`src/rtl/esc_lpdt_deserializer.sv`:
```
// esc_lpdt_deserializer
// Receive-side escape-mode LPDT byte assembler. Consumes the serial EscBit
// stream from the escape decoder, packs it into bytes, counts the bytes of
// each burst and flags bursts that terminate with a partial byte pending.
// Everything runs on the recovered escape clock RxClkEsc.

module esc_lpdt_deserializer #(
    parameter int unsigned CNT_W     = 16,
    parameter int unsigned MSB_FIRST = 0
) (
    input  logic             RxClkEsc,
    input  logic             RST,
    input  logic             RxLpdtEsc,
    input  logic             EscBit,
    input  logic             ErrEsc,
    input  logic             LpFsmStop,
    output logic [7:0]       RxDataEsc,
    output logic             RxValidEsc,
    output logic [CNT_W-1:0] RxByteCnt,
    output logic             RxLpdtDone,
    output logic             ErrLpdtPartial
);

    localparam int unsigned BYTE_W  = 8;
    localparam int unsigned BCNT_W  = 3;
    localparam logic [BCNT_W-1:0] LAST_BIT = BCNT_W'(BYTE_W - 1);
    localparam logic [CNT_W-1:0]  CNT_MAX  = '1;

    typedef enum logic [1:0] {
        ST_IDLE  = 2'd0,
        ST_SHIFT = 2'd1,
        ST_ABORT = 2'd2
    } state_t;

    state_t              state_q,  state_d;
    logic [BCNT_W-1:0]   bitcnt_q, bitcnt_d;
    logic [BYTE_W-1:0]   shift_q,  shift_d;
    logic [BYTE_W-1:0]   data_q,   data_d;
    logic                valid_q,  valid_d;
    logic [CNT_W-1:0]    cnt_q,    cnt_d;
    logic                done_q,   done_d;
    logic                err_q,    err_d;

    logic                bit_ok_c;
    logic                abort_c;
    logic [BCNT_W-1:0]   bit_pos_c;
    logic [BYTE_W-1:0]   shift_ins_c;
    logic [BYTE_W-1:0]   shift_first_c;
    logic [CNT_W-1:0]    cnt_inc_c;

    // Edge qualifiers: a data bit only when LPDT is active and no error/stop
    always_comb begin
        bit_ok_c = RxLpdtEsc & ~LpFsmStop & ~ErrEsc;
        abort_c  = ErrEsc | LpFsmStop;
    end

    // Bit placement within the byte and saturating byte-count increment
    always_comb begin
        bit_pos_c = (MSB_FIRST != 0) ? BCNT_W'(LAST_BIT - bitcnt_q) : bitcnt_q;

        shift_ins_c            = shift_q;
        shift_ins_c[bit_pos_c] = EscBit;

        shift_first_c            = '0;
        shift_first_c[bit_pos_c] = EscBit;

        cnt_inc_c = (cnt_q == CNT_MAX) ? cnt_q : cnt_q + CNT_W'(1);
    end

    // Next-state and registered-output computation
    always_comb begin
        state_d  = state_q;
        bitcnt_d = bitcnt_q;
        shift_d  = shift_q;
        data_d   = data_q;
        valid_d  = 1'b0;
        cnt_d    = cnt_q;
        done_d   = 1'b0;
        err_d    = err_q;

        unique case (state_q)
            ST_IDLE: begin
                // Error and stop are ignored here; LPDT must be active to start
                if (bit_ok_c) begin
                    cnt_d    = '0;
                    err_d    = 1'b0;
                    shift_d  = shift_first_c;
                    bitcnt_d = BCNT_W'(1);
                    state_d  = ST_SHIFT;
                end
            end

            ST_SHIFT: begin
                if (abort_c) begin
                    // Abort wins even over a completing 8th bit
                    done_d   = 1'b1;
                    err_d    = (bitcnt_q != '0);
                    shift_d  = '0;
                    bitcnt_d = '0;
                    state_d  = ST_ABORT;
                end else if (!RxLpdtEsc) begin
                    done_d   = 1'b1;
                    err_d    = (bitcnt_q != '0);
                    shift_d  = '0;
                    bitcnt_d = '0;
                    state_d  = ST_IDLE;
                end else begin
                    bitcnt_d = bitcnt_q + BCNT_W'(1);
                    if (bitcnt_q == LAST_BIT) begin
                        data_d  = shift_ins_c;
                        valid_d = 1'b1;
                        cnt_d   = cnt_inc_c;
                        shift_d = '0;
                    end else begin
                        shift_d = shift_ins_c;
                    end
                end
            end

            ST_ABORT: begin
                // Wait for the decoder to leave LPDT or return to stop
                if (!RxLpdtEsc || LpFsmStop) begin
                    state_d = ST_IDLE;
                end
            end

            default: begin
                state_d  = ST_IDLE;
                bitcnt_d = '0;
                shift_d  = '0;
            end
        endcase
    end

    // State and output registers with asynchronous active-low reset
    always_ff @(posedge RxClkEsc or negedge RST) begin
        if (!RST) begin
            state_q  <= ST_IDLE;
            bitcnt_q <= '0;
            shift_q  <= '0;
            data_q   <= '0;
            valid_q  <= 1'b0;
            cnt_q    <= '0;
            done_q   <= 1'b0;
            err_q    <= 1'b0;
        end else begin
            state_q  <= state_d;
            bitcnt_q <= bitcnt_d;
            shift_q  <= shift_d;
            data_q   <= data_d;
            valid_q  <= valid_d;
            cnt_q    <= cnt_d;
            done_q   <= done_d;
            err_q    <= err_d;
        end
    end

    assign RxDataEsc      = data_q;
    assign RxValidEsc     = valid_q;
    assign RxByteCnt      = cnt_q;
    assign RxLpdtDone     = done_q;
    assign ErrLpdtPartial = err_q;

endmodule

```
`config.mk`:
```
export PLATFORM = sky130hd
export DESIGN_NAME = esc_lpdt_deserializer
export DESIGN_NICKNAME = d
export VERILOG_FILES = /design/src/rtl/esc_lpdt_deserializer.sv
export SDC_FILE = /design/constraint.sdc
export NUM_CORES = 1
export LEC_CHECK = 0
export BUFFER_PORTS_ARGS = -buffer_cell sky130_fd_sc_hd__buf_4
export CAP_MARGIN = 10
export CORE_UTILIZATION = 51
export DETAILED_ROUTE_END_ITERATION = 16
export GPL_ROUTABILITY_DRIVEN = 0
export MAX_ROUTING_LAYER = met4
export PLACE_DENSITY = 0.75
export SLEW_MARGIN = 20
export SYNTH_ARGS = -nofsm -noshare
export SYNTH_HDL_FRONTEND = slang
export SYNTH_SLANG_ARGS = --single-unit
```
`constraint.sdc`:
```
create_clock -name RxClkEsc -period 1.7 [get_ports RxClkEsc]
set_input_delay 0.255 -clock RxClkEsc [delete_from_list [all_inputs] [get_ports RxClkEsc]]
set_output_delay 0.255 -clock RxClkEsc [all_outputs]
set_load 0.03 [all_outputs]
```
==> impl_table.tex <==
\begin{tabular}{lr}
\hline
Metric & Value \\
\hline
\multicolumn{2}{l}{\textbf{Status}} \\
\quad Outcome & complete, but fails checks \\
\quad Violated checks & negative setup slack \\
\multicolumn{2}{l}{\textbf{GRT}} \\
\quad Number of global-route vias before repair & roughly 1,800 \\
\quad Overflow left after global routing & 0 \\
\quad Wire length of the first global-routing pass & between 8 and 9 mm \\
\quad Pin count of the biggest net entering global routing & between 40 and 50 \\
\quad Antenna violations before repair & 0 \\
\quad Total routing usage reported by global routing & between 20\% and 30\% \\
\multicolumn{2}{l}{\textbf{Synth}} \\
\quad Synth area leaders & sky130\_fd\_sc\_hd\_\_dfrtp\_1 44\%, sky130\_fd\_sc\_hd\_\_mux2i\_1 5.3\%, sky130\_fd\_sc\_hd\_\_nand2\_1 5.1\% \\
\quad Number of flops mapped to enable cells by yosys & 0 \\
\quad Dominant cell by count in the synthesized netlist & sky130\_fd\_sc\_hd\_\_dfrtp\_1 \\
\quad Top cells by count, synth & 40 x sky130\_fd\_sc\_hd\_\_dfrtp\_1, 31 x sky130\_fd\_sc\_hd\_\_nand2\_1, 16 x sky130\_fd\_sc\_hd\_\_nor2\_1, 16 x sky130\_fd\_sc\_hd\_\_o21ai\_0 \\
\quad Area share of the largest cell type after synthesis & $\sim$44\% \\
\quad Cell area after technology mapping & 2270 µm² \\
\quad Leading register cell type out of synthesis & sky130\_fd\_sc\_hd\_\_dfrtp\_1 \\
\quad Proportion of synthesized flip-flops having asynchronous set or reset & 100\% \\
\quad Syn avg cell area & 9.70 µm² \\
\quad Yosys reg bits & 40 \\
\quad Net Count, Synth & 244 \\
\quad Fraction of the yosys area taken by sequential cells & between 40 and 50\% \\
\quad Count of mapped cells out of synthesis & 234 \\
\quad Warnings, synthesis & 0 \\
\quad Largest area contributor in the netlist & sky130\_fd\_sc\_hd\_\_dfrtp\_1 \\
\quad Cell variety after synth & 52 \\
\multicolumn{2}{l}{\textbf{STA}} \\
\quad Setup ws final & -0.0833 ns \\
\quad Total count of max-transition violations in the final report & 0 \\
\quad Final setup violation count & 3 \\
\quad Total negative slack for setup checks & -0.206 ns \\
\quad Fin Clk Skew & around 0.0070 ns \\
\quad RSZ-0062 raised after global routing & true \\
\quad Slew @ Worst Pin & between 0.5 and 0.6 ns \\
\quad Min cycle time layout & about 1.8 ns \\
\quad Share of the clock period used by the worst path & 105\% \\
\quad Remaining max-slew budget at the tightest pin & between 60\% and 70\% \\
\quad Fin. Hold Viols & 0 \\
\quad Fmax & $\sim$560 MHz \\
\multicolumn{2}{l}{\textbf{Setup path}} \\
\quad Element type at the critical path start & register \\
\quad Worst R2R Path Depth & 7 \\
\quad Data required time of the critical path & $\sim$1.9 ns \\
\quad Maximum net fanout on the critical path & 8 \\
\quad Critical path start-end classification & register to register \\
\quad Worst setup path startpoint & bit\_pos\_c[0] \\
\quad Worst Path Arrival & around 2 ns \\
\quad Critical path endpoint category & register \\
\quad Critical path buffers and inverters & 1 \\
\quad Critical path, cell by cell & ha\_2, ha\_4, nand2b\_4, buf\_6, nand4b\_4, or4\_1, a21boi\_1 \\
\quad Setup slack of the most critical reg-to-reg path & -0.08 ns \\
\quad Worst reg2reg path startpoint & bit\_pos\_c[0] \\
\quad Standard cell with the maximum stage delay on the critical path & sky130\_fd\_sc\_hd\_\_or4\_1 \\
\quad Capturing point of the worst reg2reg path & RxByteCnt[10] \\
\quad Delay contributed by the slowest stage of the critical path & 0.44 ns \\
\quad Cell family with most CP delay & simple AND/OR/NAND/NOR gates \\
\multicolumn{2}{l}{\textbf{Floorplanning}} \\
\quad Site Rows & 23 \\
\quad Number of primary I/O pins & 33 \\
\quad Placeable Area & between 4000 and 5000 µm² \\
\quad Die Footprint & about 4700 µm² \\
\quad Initial Utilization & around 55\% \\
\quad Overall die height & between 60 and 70 µm \\
\quad Die W & just under 70 µm \\
\multicolumn{2}{l}{\textbf{Finish}} \\
\quad Antenna diode count & 0 \\
\quad Relative area change from synthesis to final layout & 33.6\% \\
\quad Count of fill cells added during filler insertion & slightly above 300 \\
\quad Number of nets in the final layout & 308 \\
\quad Layout cells sized above 1 & around two fifths \\
\multicolumn{2}{l}{\textbf{Placement}} \\
\quad \# port buffers & 32 \\
\quad Dpl hpwl & 3.85 mm \\
\multicolumn{2}{l}{\textbf{Pwr}} \\
\quad Overall power of the completed layout & between 2 and 2.5 mW \\
\quad Leakage & about 1.4 nW \\
\quad IR drop worst, VDD & 0.450 mV \\
\quad PD cells & around 690 nW/µm² \\
\multicolumn{2}{l}{\textbf{Detailed routing}} \\
\quad Via-per-instance ratio & 5.83 \\
\quad Number of violations reported at the end of detailed-routing iteration 0 & 122 \\
\quad Wire length per cell after detailed routing & around 17 µm \\
\quad Number of antenna-violating nets in the routed design & 0 \\
\quad WL final & about 5.8 mm \\
\quad Number of search-and-repair iterations in the first detailed-routing pass & 4 \\
\quad Vias post-DR & between 2,000 and 2,500 \\
\quad Post-route DRC violation count & 0 \\
\multicolumn{2}{l}{\textbf{Worst hold path}} \\
\quad Worst Hold Launch & RxLpdtEsc \\
\quad Hold EP & state\_q[1] \\
\quad Worst hold path depth & 3 \\
\quad Worst min-delay path class & input pin to register \\
\multicolumn{2}{l}{\textbf{Clocking}} \\
\quad CTS Root Cell & sky130\_fd\_sc\_hd\_\_clkbuf\_8 \\
\quad Number of CTS-inserted buffers & 5 \\
\quad Clock Path Buffers & 2 \\
\quad CTS sink cnt & 40 \\
\quad Clock slew at the register clock pins of the worst setup and hold paths & around 0.080 ns \\
\quad H-tree depth & 2 \\
\quad Clock latency on the worst-skew pair & about 0.30 ns \\
\quad Clock tree from TritonCTS & yes \\
\multicolumn{2}{l}{\textbf{Run}} \\
\quad Number of max-cap violations & 0 \\
\hline
\end{tabular}
==> where the power goes <==
| part | internal (mW) | switching, mW |
|---|---|---|
| Combinational | 0.165 | 0.231 |
| Clock | 0.328 | 0.351 |
| Sequential | 0.991 | 0.0326 |
==> final cells by class <==
class | instances | area [µm²] | area share (%)
Clock inverter | 2 | 15.0 | 0.495
Inverter | 9 | 38.8 | 1.28
Multi-Input combinational cell | 172 | 1280 | 42.3
Timing Repair Buffer | 70 | 532 | 17.5
Sequential cell | 40 | 1020 | 33.6
Clock buffer | 6 | 82.6 | 2.72
Tap cell | 50 | 62.6 | 2.06
==> sequential cells by signal, summed over array words and instances (netlist names) <==
name and cells:
bit_pos_c 3, RxValidEsc 1, RxLpdtDone 1, shift_q 8, RxDataEsc 8, RxByteCnt 16, state_q 2, ErrLpdtPartial 1
==> cells by family after synthesis <==
logic type | Yosys count | synth area share, %
muxes | 13 | 5.79
and+or+nand+nor | 98 | 24.2
AOI/OAI and AO/OA | 57 | 19.3
buffers and inverters | 22 | 4.46
DFF | 40 | 44.1
adders and majority gates | 4 | 2.20
==> routing by layer <==
| layer | track usage (%) | vias up | part of all wire (%) | routed length [µm] |
|---|---|---|---|---|
| met1 | 37.3 | 983 | 48 | 2760 |
| met2 | 34.7 | 56 | 45 | 2610 |
| li1 | - | 986 | - | - |
| met4 | 11.0 | 0 | 1.8 | 102 |
| met5 | - | - | 0 | 0 |
| met3 | 4.77 | 10 | 5.1 | 296 |
==> through the flow <==
stage,utilization (%),setup slack [ns],cell area [µm²],hold slack (ns),instances
after floorplan,-,-0.0377,2310,-0.0406,234
after global placement,67.5,0.0240,2800,0.263,334
after detailed placement,67.5,-0.0397,2800,0.267,334
after CTS,70.6,-0.0206,2920,0.230,343
after global routing,73.2,-0.146,3030,0.271,349
final,73.2,-0.0833,3030,0.234,349
==> worst register-to-register path, delay by kind of cell, from the launching register on <==
| family | cells | cell delay [ns] |
|---|---|---|
| and+or+nand+nor | 3 | 0.73 |
| DFF | 1 | 0.39 |
| buffers and inverters | 1 | 0.10 |
| AOI/OAI and AO/OA | 1 | 0.15 |
| adders and majority gates | 2 | 0.34 |
==> worst max-delay path by stage <==
| stage | endpoint | slack [ns] | depth (start not counted) |
|---|---|---|---|
| floorplan | RxByteCnt[0] | -0.04 | 6 |
| global placement | RxByteCnt[5] | 0.02 | 6 |
| detailed placement | RxByteCnt[10] | -0.04 | 7 |
| CTS | RxByteCnt[10] | -0.02 | 7 |
| global route | RxByteCnt[10] | -0.15 | 7 |
| finish | RxByteCnt[10] | -0.08 | 7 |
==> timing repair <==
item | 4_1_cts | 5_1_grt
resized for setup | 3 | 14
setup buffers | 0 | 6
hold endpoints to repair | 40 | 0
endpoints found under the setup margin | 6 | 14
hold buffers | 1 | 0
pin swaps | 1 | 2
==> placed cells by master, fill, tap and decap left out, types with 3 or more instances in the layout <==
cell type	netlist	layout
sky130_fd_sc_hd__nor3_1	3	3
sky130_fd_sc_hd__mux2i_1	12	12
sky130_fd_sc_hd__o31ai_1	6	5
sky130_fd_sc_hd__nand2b_1	7	6
sky130_fd_sc_hd__nor2_1	16	15
sky130_fd_sc_hd__nand3_2	0	3
sky130_fd_sc_hd__a22o_1	9	9
sky130_fd_sc_hd__a21boi_1	4	3
sky130_fd_sc_hd__nand3b_1	4	4
sky130_fd_sc_hd__or4_1	4	3
sky130_fd_sc_hd__inv_1	8	8
sky130_fd_sc_hd__o22ai_1	3	3
sky130_fd_sc_hd__nor3b_1	3	3
sky130_fd_sc_hd__dfrtp_2	0	15
sky130_fd_sc_hd__o21ai_0	16	16
sky130_fd_sc_hd__clkbuf_8	0	6
sky130_fd_sc_hd__dfrtp_1	40	25
sky130_fd_sc_hd__nand2_1	31	31
sky130_fd_sc_hd__buf_4	0	68
sky130_fd_sc_hd__nand3_1	12	9
(Power assumes the default switching activity.)
